### src/rtl/judge_sequencer.sv
// rtl/judge_sequencer.sv - picture sequencer feeding the final-judge stage of the human-detection pipeline
module judge_sequencer #(
  parameter int STATE_DATAWIDTH = 4,
  parameter int IDLE_STATE      = 0,
  parameter int FETCH_STATE     = 1,
  parameter int INFER_STATE     = 2,
  parameter int JUDGE_STATE     = 11,
  parameter int REPORT_STATE    = 12,
  parameter int PICTURES        = 35,
  parameter int ALARM_HOLD      = 16,
  parameter int INFER_TIMEOUT   = 1023
) (
  input  logic                       clk,
  input  logic                       rst,
  input  logic                       start,
  input  logic                       frame_valid,
  output logic                       frame_ready,
  output logic                       infer_start,
  input  logic                       infer_done,
  input  logic [15:0]                logit_human,
  input  logic [15:0]                logit_nohuman,
  output logic [15:0]                human,
  output logic [15:0]                no_human,
  output logic [STATE_DATAWIDTH-1:0] State,
  input  logic                       bool,
  input  logic                       judge_done,
  input  logic                       all_done,
  output logic                       alarm,
  output logic                       detected,
  output logic [5:0]                 pic_count,
  output logic                       batch_done,
  output logic                       error,
  output logic                       busy
);

  typedef enum logic [2:0] {S_IDLE, S_FETCH, S_INFER, S_J1, S_J2, S_REPORT} state_t;

  // Last timer value still allowed to wait; infer_done missing here means timeout.
  localparam logic [9:0] TIMEOUT_LAST = 10'(INFER_TIMEOUT - 1);
  localparam logic [5:0] PIC_MAX      = 6'(PICTURES);
  localparam logic [7:0] HOLD         = 8'(ALARM_HOLD);

  state_t     state, state_nx;
  logic [9:0] infer_timer;
  logic [7:0] alarm_timer;
  logic [5:0] pic_next;
  logic       capture, judge_hit, count_en, batch_clear;

  assign busy  = (state != S_IDLE);
  assign alarm = (alarm_timer != 8'd0);

  // State register; reset aborts any batch straight back to idle.
  always_ff @(posedge clk or posedge rst) begin
    if (rst) state <= S_IDLE;
    else     state <= state_nx;
  end

  // Next-state decode, State code and the single-cycle strobes.
  always_comb begin
    state_nx    = state;
    State       = STATE_DATAWIDTH'(IDLE_STATE);
    frame_ready = 1'b0;
    infer_start = 1'b0;
    error       = 1'b0;
    batch_done  = 1'b0;
    capture     = 1'b0;
    judge_hit   = 1'b0;
    count_en    = 1'b0;
    batch_clear = 1'b0;
    pic_next    = (pic_count == PIC_MAX) ? pic_count : pic_count + 6'd1;
    case (state)
      S_IDLE: begin
        if (start) begin
          batch_clear = 1'b1;
          state_nx    = S_FETCH;
        end
      end
      S_FETCH: begin
        State       = STATE_DATAWIDTH'(FETCH_STATE);
        frame_ready = 1'b1;
        if (frame_valid) state_nx = S_INFER;
      end
      S_INFER: begin
        State       = STATE_DATAWIDTH'(INFER_STATE);
        infer_start = (infer_timer == 10'd0);
        if (infer_done) begin
          capture  = 1'b1;
          state_nx = S_J1;
        end else if (infer_timer == TIMEOUT_LAST) begin
          error    = 1'b1;
          state_nx = S_IDLE;
        end
      end
      S_J1: begin
        State    = STATE_DATAWIDTH'(JUDGE_STATE);
        state_nx = S_J2;
      end
      S_J2: begin
        State = STATE_DATAWIDTH'(JUDGE_STATE);
        // A missing judge_done is flagged and its bool is discarded.
        if (!judge_done) error = 1'b1;
        else if (bool)   judge_hit = 1'b1;
        state_nx = S_REPORT;
      end
      S_REPORT: begin
        State    = STATE_DATAWIDTH'(REPORT_STATE);
        count_en = 1'b1;
        if (all_done || pic_next == PIC_MAX) begin
          batch_done = 1'b1;
          state_nx   = S_IDLE;
        end else begin
          state_nx = S_FETCH;
        end
      end
      default: state_nx = S_IDLE;
    endcase
  end

  // Inference wait timer: zero outside INFER so every entry starts fresh.
  always_ff @(posedge clk or posedge rst) begin
    if (rst)                            infer_timer <= 10'd0;
    else if (state != S_INFER)          infer_timer <= 10'd0;
    else if (infer_timer != TIMEOUT_LAST) infer_timer <= infer_timer + 10'd1;
  end

  // Logit pair captured on infer_done and held for the judge unit.
  always_ff @(posedge clk or posedge rst) begin
    if (rst) begin
      human    <= 16'd0;
      no_human <= 16'd0;
    end else if (capture) begin
      human    <= logit_human;
      no_human <= logit_nohuman;
    end
  end

  // Per-batch bookkeeping: picture count saturates, detected is sticky.
  always_ff @(posedge clk or posedge rst) begin
    if (rst) begin
      pic_count <= 6'd0;
      detected  <= 1'b0;
    end else if (batch_clear) begin
      pic_count <= 6'd0;
      detected  <= 1'b0;
    end else begin
      if (count_en)  pic_count <= pic_next;
      if (judge_hit) detected  <= 1'b1;
    end
  end

  // Alarm hold timer; a fresh hit reloads rather than extends.
  always_ff @(posedge clk or posedge rst) begin
    if (rst)                        alarm_timer <= 8'd0;
    else if (judge_hit)             alarm_timer <= HOLD;
    else if (alarm_timer != 8'd0)   alarm_timer <= alarm_timer - 8'd1;
  end

endmodule

### config.mk
export PLATFORM = sky130hd
export DESIGN_NAME = judge_sequencer
export DESIGN_NICKNAME = d
export VERILOG_FILES = /design/src/rtl/judge_sequencer.sv
export SDC_FILE = /design/constraint.sdc
export NUM_CORES = 1
export LEC_CHECK = 0
export CAP_MARGIN = 20
export CORE_ASPECT_RATIO = 0.75
export CORE_UTILIZATION = 40
export DETAILED_ROUTE_END_ITERATION = 7
export GPL_TIMING_DRIVEN = 1
export HOLD_SLACK_MARGIN = 0.08
export PLACE_DENSITY = 0.79
export RECOVER_POWER = 100
export REMOVE_ABC_BUFFERS = 1
export SKIP_CTS_REPAIR_TIMING = 1
export SYNTH_ARGS = -nofsm -noshare
export SYNTH_HDL_FRONTEND = slang
export SYNTH_SLANG_ARGS = --single-unit
### constraint.sdc
create_clock -name clk -period 3.8 [get_ports clk]
set_input_delay 0.76 -clock clk [delete_from_list [all_inputs] [get_ports clk]]
set_output_delay 0.76 -clock clk [all_outputs]
set_load 0.005 [all_outputs]
==> qor.tcl <==
set qor(outcome) {finished with violations}
set qor(violated_checks) {design-rule violations, max-capacitance violations, max-slew violations}
set qor(postRouteWirelength_microns) 6380
set qor(synth_edf_count) 0
set qor(detailroute.via_count) 2255
set qor(drc) 9
set qor(dieHeight_microns) 74.4
set qor(synth_largest_type_area_fraction_pct) 53.8
set qor(drv.max_cap_violation_count) 1
set qor(die_area_sq_um) 7320
set qor(synthArstFlopShare_pct) 100
set qor(synth.top_cells.by_area) {sky130_fd_sc_hd__dfrtp_1 54%, sky130_fd_sc_hd__mux2_2 13%, sky130_fd_sc_hd__nor2_1 3.0%}
set qor(first_global_vias) 2086
set qor(static-leakage-power_nw) 1.72
set qor(finalSetupViolations) 0
set qor(detailedRoute.firstPassIterationCount) 6
set qor(cp_data_arrival_time_ns) 2.55
set qor(placementRows) 25
set qor(cts_tree) {built}
set qor(cts-buffers-inserted) 9
set qor(die-width_microns) 98.5
set qor(fmaxAchievable_ghz) 0.302
set qor(startpoint_type) {flip-flop}
set qor(worst_ep_required_time_ns) 3.04
set qor(netlist_instances) 249
set qor(coreArea_sq_um) 6510
set qor(cts_htree_levels) 3
set qor(grt.total_usage_pct) 18.0
set qor(cp_max_fo) 7
set qor(final_layout_size_suffix_gt1_share_pct) 15.1
set qor(final_period_minus_worst_setup_slack_ns) 3.31
set qor(fin_worst_skew_ns) 0.00484
set qor(ys_warn_count) 0
set qor(final.period_utilization_pct) 87.1
set qor(slew_headroom_pct) -21.4
set qor(synth_area_leader_cell) {sky130_fd_sc_hd__dfrtp_1}
set qor(grt_max_degree) 34
set qor(post_synth_instance_area_sq_um) 2790
set qor(insertion_delay_ns) 0.33
set qor(top_ff_cell_synth) {sky130_fd_sc_hd__dfrtp_1}
set qor(vdd.ir_drop.worst_uv) 409
set qor(cts.path.max_buffers) 2
set qor(power_density_nw_per_um2) 701
set qor(most-common-layout-cells) {60 x sky130_fd_sc_hd__dfrtp_1, 52 x sky130_fd_sc_hd__dlygate4sd3_1, 36 x sky130_fd_sc_hd__clkdlybuf4s50_1, 31 x sky130_fd_sc_hd__mux2_2, 22 x sky130_fd_sc_hd__nor2_1}
set qor(final_area_sq_um) 4000
set qor(critical_path.endpoint_type) {primary output}
set qor(finalHoldWorstSlack_ns) 0.486
set qor(grt_antenna_before_repair) 1
set qor(seq_area_frac_synth_pct) 53.8
set qor(totalNegativeSetupSlack_ns) 0
set qor(synthesis.area_per_instance_sq_um) 11.2
set qor(slew_violations) 34
set qor(min-delay-path-class) {reg2reg}
set qor(synth.ff_latch_count) 60
set qor(wire_length_of_the_first_global_routing_pass_microns) 10100
set qor(placedInstanceArea_sq_um) 3770
set qor(post-dp-hpwl_microns) 4670
set qor(area_delta_synth_final_pct) 43.1
set qor(start_util_pct) 42.9
set qor(cts_sinks) 60
set qor(clk_pin_slew_worst_paths_ns) 0.07
set qor(routed_via_density) 5.22
set qor(final_nets) 390
set qor(drt_first_iter_violations) 89
set qor(synth_cell_type_count) 42
set qor(layout.cells.most_common) {sky130_fd_sc_hd__dfrtp_1}
set qor(hold_viol_final) 0
set qor(routabilityCongestion) 0.857
set qor(clock-root-buffer) {sky130_fd_sc_hd__clkbuf_8}
set qor(ant_nets) 0
set qor(pin_count) 89
set qor(io_buffers) 88
set qor(timing.setup.critical_path_class) {reg2out}
set qor(detail_route.wl_per_cell_microns) 14.8
set qor(grt_remaining_overflow) 0
set qor(worst_slew_pin_slew_ns) 1.82
set qor(rsz0062_at_grt) {no}
-- layout make-up --
cell class	count	area, sq um
flip-flops and latches	60	1500
clock buffers	10	138
clock inverters	6	111
fillers	546	2510
repair buffers	91	892
well taps	81	101
diodes	1	2.50
multi-input cells	171	1200
inverters	12	45.0
-- cell usage after synthesis, types with 2 or more instances --
cell                        n
sky130_fd_sc_hd__dfrtp_1   60
sky130_fd_sc_hd__mux2_2    31
sky130_fd_sc_hd__nor2_1    22
sky130_fd_sc_hd__nand2_1   20
sky130_fd_sc_hd__o21ai_0   16
sky130_fd_sc_hd__inv_1     12
sky130_fd_sc_hd__a21oi_1    9
sky130_fd_sc_hd__or3_1      6
sky130_fd_sc_hd__buf_2      5
sky130_fd_sc_hd__ha_1       5
sky130_fd_sc_hd__nand3_1    5
sky130_fd_sc_hd__nor3_1     5
sky130_fd_sc_hd__a211oi_1   3
sky130_fd_sc_hd__a31oi_1    3
sky130_fd_sc_hd__mux2i_1    3
sky130_fd_sc_hd__nand4_1    3
sky130_fd_sc_hd__nor4_1     3
sky130_fd_sc_hd__o31ai_1    3
sky130_fd_sc_hd__xnor2_1    3
sky130_fd_sc_hd__xor2_1     3
sky130_fd_sc_hd__and3_1     2
sky130_fd_sc_hd__and4b_1    2
sky130_fd_sc_hd__mux2_1     2
sky130_fd_sc_hd__nand4b_1   2
sky130_fd_sc_hd__nor3_2     2
sky130_fd_sc_hd__nor3b_1    2
sky130_fd_sc_hd__or3b_2     2
-- critical path, cell delays in order (launching register included) --
cell and delay [ns]:
sky130_fd_sc_hd__dfrtp_1 0.43, sky130_fd_sc_hd__ha_1 0.29, sky130_fd_sc_hd__or4b_1 0.53, sky130_fd_sc_hd__a31oi_1 0.24, sky130_fd_sc_hd__nor2_1 0.06, sky130_fd_sc_hd__nor2_1 0.08, sky130_fd_sc_hd__dlygate4sd3_1 0.58
-- cell families (layout without fill, tap and decap cells) --
kind of cell / after synthesis / after routing / share of synthesized area, %
compound gates: 41 / 41 / 8.87
xor+xnor: 6 / 6 / 1.88
fa+ha+maj: 5 / 5 / 2.24
buf+inv: 18 / 119 / 2.91
flops: 60 / 60 / 53.8
mux: 36 / 36 / 14.4
other cells: 0 / 1 / 0
simple gates: 83 / 83 / 16.0
-- path summary, 6_finish.rpt --
kind	start	to	slack (ns)	cells after the start
hold / removal	no_human[3]	no_human[3]	0.49	1
hold reg to reg	no_human[3]	no_human[3]	0.49	1
setup / recovery	pic_count[0]	batch_done	0.49	6
setup reg to reg	state[2]	human[13]	1.19	3
min in group asynchronous	rst	no_human[12]	1.07	2
max in group asynchronous	rst	human[10]	1.30	3
-- stage by stage --
| stage | std cells | setup slack [ns] | utilization (%) | power, mW |
|---|---|---|---|---|
| finish | 432 | 0.490 | 61.4 | 2.80 |
| global route | 432 | 0.326 | 61.4 | 2.98 |
| CTS | 431 | 0.540 | 61.7 | 2.93 |
| detailed placement | 415 | 0.931 | 57.9 | 2.21 |
| global placement | 415 | 0.980 | 57.9 | 2.17 |
| floorplan | 243 | 1.15 | - | 1.57 |
-- per-layer routing --
| layer | GRT usage [%] | up-vias | routed length, microns |
|---|---|---|---|
| li1 | - | 1092 | - |
| met1 | 23.1 | 1086 | 2830 |
| met2 | 28.3 | 69 | 2950 |
| met3 | 6.48 | 8 | 520 |
| met4 | 6.97 | 0 | 77 |
| met5 | 0 | - | 0 |
-- where the power goes --
group | total (mW) | leakage [nW] | internal, mW | switching, mW
clock | 0.706 | 0.122 | 0.453 | 0.253
combinational | 1.02 | 0.846 | 0.627 | 0.395
sequential | 1.07 | 0.753 | 0.890 | 0.184
total | 2.80 | 1.72 | 1.97 | 0.832
-- sequential cells by signal, indices dropped and copies added, names as in the netlist --
| name | flops |
|---|---|
| pic_count | 6 |
| human | 16 |
| detected | 1 |
| alarm_timer | 8 |
| infer_timer | 10 |
| no_human | 16 |
| state | 3 |
No activity file was read; power rests on OpenSTA's default activity.
